$ cat src/rtl/loader_pkg.sv
// Shared types and frame constants for the boot loader run-control sequencer.
package loader_pkg;
    typedef enum logic [2:0] {
        ST_WAIT_MAGIC,
        ST_LEN_LO,
        ST_LEN_HI,
        ST_DATA,
        ST_CSUM,
        ST_RESP,
        ST_RUN
    } state_t;

    localparam logic [7:0] MAGIC_DEF    = 8'h55;
    localparam logic [7:0] ACK_BYTE_DEF = 8'h06;
    localparam logic [7:0] NAK_BYTE_DEF = 8'h15;

    localparam int LEN_W = 16;
    localparam int IDX_W = 18;
    localparam int TO_W  = 32;
endpackage

$ cat src/rtl/boot_loader_ctrl_if.sv
// Byte-stream RX/TX handshakes and BRAM port-A loader bus.
interface boot_loader_ctrl_if;
    logic        rx_valid;
    logic [7:0]  rx_data;
    logic        rx_ready;
    logic        tx_valid;
    logic [7:0]  tx_data;
    logic        tx_ready;
    logic        sel_loader;
    logic [3:0]  ld_we;
    logic [31:0] ld_addr;
    logic [31:0] ld_di;

    modport master (
        input  rx_valid, rx_data, tx_ready,
        output rx_ready, tx_valid, tx_data, sel_loader, ld_we, ld_addr, ld_di
    );
    modport slave (
        output rx_valid, rx_data, tx_ready,
        input  rx_ready, tx_valid, tx_data, sel_loader, ld_we, ld_addr, ld_di
    );
endinterface

$ cat src/rtl/loader_timeout.sv
// Inter-byte watchdog: loadable down-counter, expired when it has run down to zero.
module loader_timeout
    import loader_pkg::*;
#(
    parameter logic [TO_W-1:0] LOAD_VAL = 32'd999999
) (
    input  logic clk,
    input  logic rst_n,
    input  logic i_en,
    input  logic i_load,
    input  logic i_clr,
    output logic o_expired
);
    logic [TO_W-1:0] r_cnt;

    always_ff @(posedge clk or negedge rst_n) begin
        if (!rst_n) begin
            r_cnt <= '0;
        end else if (i_load) begin
            r_cnt <= LOAD_VAL;
        end else if (i_clr) begin
            r_cnt <= '0;
        end else if (i_en && r_cnt != '0) begin
            r_cnt <= r_cnt - 1'b1;
        end
    end

    assign o_expired = i_en && (r_cnt == '0);
endmodule

$ cat src/rtl/boot_loader_ctrl.sv
// Program-load sequencer: parses MAGIC/LEN/DATA/CSUM frames into IMEM, then releases the core.
module boot_loader_ctrl
    import loader_pkg::*;
#(
    parameter int         MAX_WORDS   = 4096,
    parameter logic [7:0] MAGIC       = MAGIC_DEF,
    parameter logic [7:0] ACK_BYTE    = ACK_BYTE_DEF,
    parameter logic [7:0] NAK_BYTE    = NAK_BYTE_DEF,
    parameter int         TIMEOUT_CYC = 1000000
) (
    input  logic               clk,
    input  logic               rst_n,
    boot_loader_ctrl_if.master bus,
    output logic               core_rst_n,
    output logic               busy,
    output logic               load_ok,
    output logic               load_err
);
    localparam logic [31:0]     MAXW    = MAX_WORDS;
    localparam logic [TO_W-1:0] TO_LOAD = TIMEOUT_CYC - 1;

    state_t             r_state;
    logic [LEN_W-1:0]   r_len;
    logic [IDX_W-1:0]   r_idx;
    logic [7:0]         r_csum;
    logic               r_ack;
    logic               r_tx_valid;
    logic [7:0]         r_tx_data;
    logic               r_core_rst_n;
    logic               r_sel_loader;
    logic [3:0]         r_ld_we;
    logic [31:0]        r_ld_addr;
    logic [31:0]        r_ld_di;
    logic               r_busy;
    logic               r_load_ok;
    logic               r_load_err;

    logic               w_rx_ready;
    logic               w_fire;
    logic               w_active;
    logic               w_expired;
    logic               w_to;
    logic               w_start;
    logic [LEN_W-1:0]   w_len;
    logic [IDX_W-1:0]   w_last;
    logic               w_ack;
    logic               w_nak;

    assign w_rx_ready = (r_state != ST_RESP);
    assign w_fire     = bus.rx_valid && w_rx_ready;
    assign w_active   = (r_state == ST_LEN_LO) || (r_state == ST_LEN_HI) ||
                        (r_state == ST_DATA)   || (r_state == ST_CSUM);
    // A byte landing on the expiry cycle wins over the timeout.
    assign w_to       = w_expired && !w_fire;
    assign w_start    = w_fire && (bus.rx_data == MAGIC) &&
                        ((r_state == ST_WAIT_MAGIC) || (r_state == ST_RUN));
    assign w_len      = {bus.rx_data, r_len[7:0]};
    assign w_last     = {r_len, 2'b00} - 1'b1;
    assign w_ack      = (r_state == ST_CSUM) && w_fire && (bus.rx_data == r_csum);
    assign w_nak      = w_to ||
                        ((r_state == ST_LEN_HI) && w_fire && ({16'd0, w_len} > MAXW)) ||
                        ((r_state == ST_CSUM) && w_fire && (bus.rx_data != r_csum));

    loader_timeout #(.LOAD_VAL(TO_LOAD)) u_timeout (
        .clk       (clk),
        .rst_n     (rst_n),
        .i_en      (w_active),
        .i_load    (w_fire),
        .i_clr     (!w_active),
        .o_expired (w_expired)
    );

    always_ff @(posedge clk or negedge rst_n) begin
        if (!rst_n) begin
            r_state      <= ST_WAIT_MAGIC;
            r_len        <= '0;
            r_idx        <= '0;
            r_csum       <= '0;
            r_ack        <= 1'b0;
            r_tx_valid   <= 1'b0;
            r_tx_data    <= '0;
            r_core_rst_n <= 1'b0;
            r_sel_loader <= 1'b1;
            r_ld_we      <= '0;
            r_ld_addr    <= '0;
            r_ld_di      <= '0;
            r_busy       <= 1'b0;
            r_load_ok    <= 1'b0;
            r_load_err   <= 1'b0;
        end else begin
            r_ld_we <= '0;
            if (w_start) begin
                r_core_rst_n <= 1'b0;
                r_sel_loader <= 1'b1;
                r_load_ok    <= 1'b0;
                r_load_err   <= 1'b0;
                r_busy       <= 1'b1;
                r_csum       <= '0;
                r_state      <= ST_LEN_LO;
            end else if (w_ack || w_nak) begin
                r_tx_valid <= 1'b1;
                r_tx_data  <= w_ack ? ACK_BYTE : NAK_BYTE;
                r_ack      <= w_ack;
                r_load_ok  <= w_ack;
                r_load_err <= w_nak;
                r_state    <= ST_RESP;
            end else begin
                case (r_state)
                    ST_LEN_LO: if (w_fire) begin
                        r_len[7:0] <= bus.rx_data;
                        r_state    <= ST_LEN_HI;
                    end
                    ST_LEN_HI: if (w_fire) begin
                        r_len   <= w_len;
                        r_idx   <= '0;
                        r_state <= (w_len == '0) ? ST_CSUM : ST_DATA;
                    end
                    ST_DATA: if (w_fire) begin
                        r_ld_we   <= 4'b0001 << r_idx[1:0];
                        r_ld_addr <= {14'd0, r_idx[17:2], 2'b00};
                        r_ld_di   <= {4{bus.rx_data}};
                        r_csum    <= r_csum ^ bus.rx_data;
                        r_idx     <= r_idx + 1'b1;
                        if (r_idx == w_last) r_state <= ST_CSUM;
                    end
                    ST_RESP: if (bus.tx_ready) begin
                        r_tx_valid <= 1'b0;
                        r_busy     <= 1'b0;
                        if (r_ack) begin
                            r_core_rst_n <= 1'b1;
                            r_sel_loader <= 1'b0;
                            r_state      <= ST_RUN;
                        end else begin
                            r_state <= ST_WAIT_MAGIC;
                        end
                    end
                    default: ;
                endcase
            end
        end
    end

    assign bus.rx_ready   = w_rx_ready;
    assign bus.tx_valid   = r_tx_valid;
    assign bus.tx_data    = r_tx_data;
    assign bus.sel_loader = r_sel_loader;
    assign bus.ld_we      = r_ld_we;
    assign bus.ld_addr    = r_ld_addr;
    assign bus.ld_di      = r_ld_di;
    assign core_rst_n     = r_core_rst_n;
    assign busy           = r_busy;
    assign load_ok        = r_load_ok;
    assign load_err       = r_load_err;
endmodule
$ cat src/flat_wrapper.sv
// flat-port wrapper written by rule: the top's interface ports become plain ports
module boot_loader_ctrl_flat import loader_pkg::*;
#(
    parameter int         MAX_WORDS   = 4096,
    parameter logic [7:0] MAGIC       = MAGIC_DEF,
    parameter logic [7:0] ACK_BYTE    = ACK_BYTE_DEF,
    parameter logic [7:0] NAK_BYTE    = NAK_BYTE_DEF,
    parameter int         TIMEOUT_CYC = 1000000
)
  (clk, rst_n, core_rst_n, busy, load_ok, load_err, bus_rx_valid, bus_rx_data, bus_tx_ready, bus_rx_ready, bus_tx_valid, bus_tx_data, bus_sel_loader, bus_ld_we, bus_ld_addr, bus_ld_di);
  boot_loader_ctrl_if bus_i ();
  input  logic clk;
  input  logic rst_n;
  output logic core_rst_n;
  output logic busy;
  output logic load_ok;
  output logic load_err;
  input wire logic [$bits(bus_i.rx_valid)-1:0] bus_rx_valid;
  input wire logic [$bits(bus_i.rx_data)-1:0] bus_rx_data;
  input wire logic [$bits(bus_i.tx_ready)-1:0] bus_tx_ready;
  output wire logic [$bits(bus_i.rx_ready)-1:0] bus_rx_ready;
  output wire logic [$bits(bus_i.tx_valid)-1:0] bus_tx_valid;
  output wire logic [$bits(bus_i.tx_data)-1:0] bus_tx_data;
  output wire logic [$bits(bus_i.sel_loader)-1:0] bus_sel_loader;
  output wire logic [$bits(bus_i.ld_we)-1:0] bus_ld_we;
  output wire logic [$bits(bus_i.ld_addr)-1:0] bus_ld_addr;
  output wire logic [$bits(bus_i.ld_di)-1:0] bus_ld_di;
  assign bus_i.rx_valid = bus_rx_valid;
  assign bus_i.rx_data = bus_rx_data;
  assign bus_i.tx_ready = bus_tx_ready;
  assign bus_rx_ready = bus_i.rx_ready;
  assign bus_tx_valid = bus_i.tx_valid;
  assign bus_tx_data = bus_i.tx_data;
  assign bus_sel_loader = bus_i.sel_loader;
  assign bus_ld_we = bus_i.ld_we;
  assign bus_ld_addr = bus_i.ld_addr;
  assign bus_ld_di = bus_i.ld_di;
  boot_loader_ctrl #(.MAX_WORDS(MAX_WORDS), .MAGIC(MAGIC), .ACK_BYTE(ACK_BYTE), .NAK_BYTE(NAK_BYTE), .TIMEOUT_CYC(TIMEOUT_CYC)) u_core (.clk(clk), .rst_n(rst_n), .bus(bus_i), .core_rst_n(core_rst_n), .busy(busy), .load_ok(load_ok), .load_err(load_err));
endmodule
$ cat config.mk
export PLATFORM = sky130hd
export DESIGN_NAME = boot_loader_ctrl_flat
export DESIGN_NICKNAME = d
export VERILOG_FILES = /design/src/rtl/loader_pkg.sv /design/src/rtl/boot_loader_ctrl_if.sv /design/src/rtl/loader_timeout.sv /design/src/rtl/boot_loader_ctrl.sv /design/src/flat_wrapper.sv
export SDC_FILE = /design/constraint.sdc
export NUM_CORES = 1
export LEC_CHECK = 0
export ABC_AREA = 1
export BUFFER_PORTS_ARGS = -buffer_cell sky130_fd_sc_hd__buf_2
export CORE_ASPECT_RATIO = 2
export CORE_MARGIN = 1.5
export CORE_UTILIZATION = 45
export CTS_BUF_LIST = sky130_fd_sc_hd__clkbuf_16
export DETAILED_ROUTE_END_ITERATION = 8
export SETUP_SLACK_MARGIN = 0.5
export SLEW_MARGIN = 5
export SYNTH_ARGS = -nofsm -noshare
export SYNTH_HDL_FRONTEND = slang
export SYNTH_SLANG_ARGS = --single-unit
$ cat constraint.sdc
create_clock -name clk -period 4.57 [get_ports clk]
set_input_delay 0.457 -clock clk [delete_from_list [all_inputs] [get_ports clk]]
set_output_delay 0.457 -clock clk [all_outputs]
set_load 0.1 [all_outputs]
==> flow_summary.html <==
<table>
<tr><th>Metric</th><th>Value</th></tr>
<tr><th colspan="2">Logic synthesis</th></tr>
<tr><td>Post-synthesis sequential area ratio</td><td>0.417</td></tr>
<tr><td>Synth top area cells</td><td>sky130_fd_sc_hd__dfrtp_1, sky130_fd_sc_hd__nand2_1, sky130_fd_sc_hd__inv_1, sky130_fd_sc_hd__buf_4, sky130_fd_sc_hd__nor2_1</td></tr>
<tr><td>Multiplexer fraction of the synthesized cell area</td><td>0</td></tr>
<tr><td>Compound-cell area share of the yosys netlist</td><td>0.104</td></tr>
<tr><td>Number of distinct library cells after synthesis</td><td>53</td></tr>
<tr><td>Synth Instances</td><td>873</td></tr>
<tr><td>Mean instance size in the synthesized netlist</td><td>7.84 µm²</td></tr>
<tr><td>Xor and xnor fraction of the mapped netlist area</td><td>0.0523</td></tr>
<tr><td>Area leader, netlist</td><td>sky130_fd_sc_hd__dfrtp_1</td></tr>
<tr><td>Number of register bits inferred by synthesis</td><td>114</td></tr>
<tr><td>Area share of and/or/nand/nor cells after synthesis</td><td>0.276</td></tr>
<tr><td>Async SR Flop Fraction</td><td>1.00</td></tr>
<tr><td>Dominant synthesized flop cell</td><td>sky130_fd_sc_hd__dfrtp_1</td></tr>
<tr><td>Post-synth EDFFs</td><td>0</td></tr>
<tr><td>Main combinational cell family by area after synthesis</td><td>simple AND/OR/NAND/NOR gates</td></tr>
<tr><td>Total number of yosys warnings</td><td>0</td></tr>
<tr><td>Fraction of post-synthesis cell area in the top cell type by area</td><td>0.413</td></tr>
<tr><td>Syn Std Cell Area</td><td>0.00684 mm²</td></tr>
<tr><td>Synthesized-area fraction occupied by adder cells</td><td>0.0146</td></tr>
<tr><th colspan="2">Clock tree</th></tr>
<tr><td>Root buffer cell</td><td>sky130_fd_sc_hd__clkbuf_16</td></tr>
<tr><td>Clock slew seen by the registers of the worst setup and hold paths</td><td>60 ps</td></tr>
<tr><td>Clock latency on the worst-skew pair</td><td>410 ps</td></tr>
<tr><td>Count of H-tree levels built during CTS</td><td>4</td></tr>
<tr><td>Number of buffers added by the clock tree synthesis step</td><td>17</td></tr>
<tr><td>TritonCTS clock tree</td><td>yes</td></tr>
<tr><td>Buffer levels on the longest clock path</td><td>2</td></tr>
<tr><td>TritonCTS Sinks</td><td>114</td></tr>
<tr><th colspan="2">Route</th></tr>
<tr><td>Vias post-DR</td><td>5743</td></tr>
<tr><td>Remaining design rule violation count</td><td>0</td></tr>
<tr><td>Via/cell ratio</td><td>5.06</td></tr>
<tr><td>Pre-Repair DR Iteration Count</td><td>5</td></tr>
<tr><td>Initial DRC count</td><td>260</td></tr>
<tr><td>Post-detailed-route count of antenna-violating nets</td><td>0</td></tr>
<tr><td>Wire per inst</td><td>16.5 µm</td></tr>
<tr><td>Post-Route WL</td><td>18700 µm</td></tr>
<tr><th colspan="2">Worst setup path</th></tr>
<tr><td>Worst setup path class</td><td>reg -&gt; reg</td></tr>
<tr><td>Most frequent cell on the critical path</td><td>sky130_fd_sc_hd__nand2_1</td></tr>
<tr><td>Worst reg2reg path depth</td><td>14</td></tr>
<tr><td>Biggest fanout along the worst timing path</td><td>8</td></tr>
<tr><td>Largest stage delay, worst path</td><td>460 ps</td></tr>
<tr><td>Chain of cells forming the critical path</td><td>inv_1 &gt; ha_1 &gt; nand2_1 &gt; nor2_2 &gt; nand3_1 &gt; nand3_1 &gt; nand2_1 &gt; nor2_1 &gt; nand4_1 &gt; nand2_1 &gt; nand2_1 &gt; nand2_1 &gt; nand2_1 &gt; nand2_1</td></tr>
<tr><td>Kind of cell with the highest combined delay on the critical path</td><td>simple AND/OR/NAND/NOR gates</td></tr>
<tr><td>Data arrival time of the critical path</td><td>2990 ps</td></tr>
<tr><td>Count of buffering cells on the critical path with inverters included</td><td>1</td></tr>
<tr><td>Category of the worst setup path launch point</td><td>register</td></tr>
<tr><td>Critical path's slowest cell</td><td>sky130_fd_sc_hd__dfrtp_1</td></tr>
<tr><td>Kind of end point of the critical path</td><td>register</td></tr>
<tr><td>Worst path depth</td><td>14</td></tr>
<tr><td>Crit path required time</td><td>4920 ps</td></tr>
<tr><th colspan="2">Die</th></tr>
<tr><td>Width of the die</td><td>90.2 µm</td></tr>
<tr><td>Height of the chip</td><td>177 µm</td></tr>
<tr><td>CORE AREA</td><td>0.0148 mm²</td></tr>
<tr><td>Number of top-level pins</td><td>95</td></tr>
<tr><td>Total Die Area</td><td>0.0160 mm²</td></tr>
<tr><td>Number of rows created at floorplan</td><td>63</td></tr>
<tr><td>Initial core utilization</td><td>0.462</td></tr>
<tr><th colspan="2">STA</th></tr>
<tr><td>Tcrit/Tclk final</td><td>0.577</td></tr>
<tr><td>Maximum frequency from static timing analysis</td><td>379 MHz</td></tr>
<tr><td>Unrepaired setup endpoints after global routing</td><td>no</td></tr>
<tr><td>Final count of hold timing violations</td><td>0</td></tr>
<tr><td>Number of failing setup endpoints in the final timing report</td><td>0</td></tr>
<tr><td>Slew margin rel.</td><td>0.455</td></tr>
<tr><td>Total Neg Setup Slack</td><td>0 ps</td></tr>
<tr><td>Worst Max-Slew Pin Slew</td><td>813 ps</td></tr>
<tr><td>Worst Slack Setup Final</td><td>1930 ps</td></tr>
<tr><td>Max Slew Vio Count</td><td>0</td></tr>
<tr><td>Setup clock skew after layout</td><td>9.50 ps</td></tr>
<tr><td>Final critical-path required period</td><td>2640 ps</td></tr>
<tr><th colspan="2">Global routing</th></tr>
<tr><td>First-pass GRT wire length</td><td>29600 µm</td></tr>
<tr><td>Number of global-route vias before repair</td><td>5788</td></tr>
<tr><td>Overall track demand over capacity in global routing</td><td>0.243</td></tr>
<tr><td>Largest net degree at the start of global routing</td><td>54</td></tr>
<tr><td>Antenna violations before repair</td><td>0</td></tr>
<tr><td>Grt ovf</td><td>0</td></tr>
<tr><th colspan="2">Cells and area</th></tr>
<tr><td>Signed area change from the synthesized netlist to the final layout</td><td>11.4%</td></tr>
<tr><td>Most frequent standard cell in the layout excluding fill and tap cells</td><td>sky130_fd_sc_hd__nand2_1</td></tr>
<tr><td>Post-layout nets</td><td>946</td></tr>
<tr><td>Number of fillers in the final layout</td><td>1526</td></tr>
<tr><td>Antenna fix cells</td><td>0</td></tr>
<tr><td>Final cell count without fillers</td><td>1134</td></tr>
<tr><td>Fraction of layout instances using a drive strength above 1</td><td>0.180</td></tr>
<tr><td>Most frequent cells in the layout</td><td>sky130_fd_sc_hd__nand2_1, sky130_fd_sc_hd__dfrtp_1, sky130_fd_sc_hd__inv_1</td></tr>
<tr><th colspan="2">Outcome</th></tr>
<tr><td>Run status</td><td>finished clean</td></tr>
<tr><th colspan="2">Min path</th></tr>
<tr><td>Instance count along the most critical hold path</td><td>3</td></tr>
<tr><td>Worst hold-check path type</td><td>in -&gt; reg</td></tr>
<tr><th colspan="2">Pwr</th></tr>
<tr><td>Peak supply drop</td><td>0.840 mV</td></tr>
<tr><td>Power density over the cells</td><td>786 mW/mm²</td></tr>
<tr><td>Leak Pwr</td><td>3.81 nW</td></tr>
<tr><th colspan="2">Placement</th></tr>
<tr><td>Count of buffers from port buffering</td><td>74</td></tr>
<tr><td>Minimum setup slack after placement</td><td>1940 ps</td></tr>
<tr><td>Global placement routability congestion</td><td>0.911</td></tr>
<tr><td>Dpl hpwl</td><td>14600 µm</td></tr>
<tr><td>Placed Cells incl. Taps</td><td>1101</td></tr>
<tr><th colspan="2">Flow run</th></tr>
<tr><td>Max-cap violations</td><td>0</td></tr>
</table>
[Yosys cell counts (all sizes together) (2+ instances only)]
master  instances
nand2         199
or2             3
o21a            2
nor2          101
inv           124
nor3           29
a21oi          24
xnor2          11
o31ai          15
xor2           29
o22ai           4
buf            54
o21ai          58
nand3b          3
ha              8
nand3          47
clkbuf          8
o41ai           5
nor4            8
nand4          14
o211ai          2
clkinv          2
dfrtp         113
[stage by stage]
stage	instance area, µm²	util	power [mW]	hold WS (ps)
global route	7620	0.514	6.31	392
finish	7620	0.514	5.99	385
detailed placement	7090	0.479	4.83	394
CTS	7620	0.514	6.02	369
floorplan	6920	-	4.39	161
global placement	7090	0.479	4.81	398
[sequential cells by signal, indices dropped and copies added (netlist names), 3 cells and up]
register and flops:
u_core.bus.tx_data 3, u_core.bus.ld_addr 16, u_core.bus.ld_di 8, u_core.r_state 3
u_core.r_csum 8, u_core.u_timeout.r_cnt 32, u_core.bus.ld_we 4, u_core.r_len 16
u_core.r_idx 18
[where the power goes]
group          internal [mW]  total [mW]  switching [mW]
Combinational          0.604        3.20            2.59
Sequential              1.30        1.61           0.314
Clock                  0.684        1.18           0.498
[cell families (layout without fill, tap and decap cells)]
logic type               count (synthesis)  after routing
other                                    1             20
flip-flops                             114            114
XOR/XNOR                                40             40
buffers and inverters                  188            235
AND/OR/NAND/NOR                        406            406
AO/OA/AOI/OAI                          116            116
adder cells (fa/ha/maj)                  8              8
[routing by layer]
metal  vias to the layer above  GRT usage  routed length, µm
met2                       117      0.475              10700
met3                        64     0.0308                358
met4                         0      0.177               1290
met5                         -          0                  0
met1                      2713      0.225               6340
li1                       2849          -                  -
[cell type report]
cell class | instances | area (µm²) | area share
inverters | 126 | 477 | 0.0625
clock inverters | 15 | 95.1 | 0.0125
clock buffers | 17 | 425 | 0.0558
multi-input cells | 590 | 3130 | 0.411
flip-flops and latches | 114 | 2850 | 0.374
well taps | 195 | 244 | 0.0320
repair buffers | 77 | 398 | 0.0522
[path summary, 6_finish.rpt]
path / start / to / slack [ps]
worst min-delay path: bus_rx_data[5] / u_core.r_len[5] / 380
worst max register to register: u_core.r_len[0] / u_core.r_state[0] / 1930
max in group asynchronous: rst_n / u_core.bus.ld_we[0] / 3030
worst min register to register: u_core.bus.ld_addr[17] / u_core.bus.ld_addr[17] / 460
min in group asynchronous: rst_n / u_core.bus.ld_di[26] / 500
worst max-delay path: u_core.r_len[0] / u_core.r_state[0] / 1930
[what timing repair did]
action	4_1_cts	5_1_grt
hold buffers	1	0
hold endpoints to repair	24	0
buffers inserted	0	0
resized for setup	0	0
[worst min-delay path, delay by kind of cell]
kind            cells  cell delay [ps]
compound gates      1               70
buf+inv             2              230
Power figures use the tool's default switching activity.
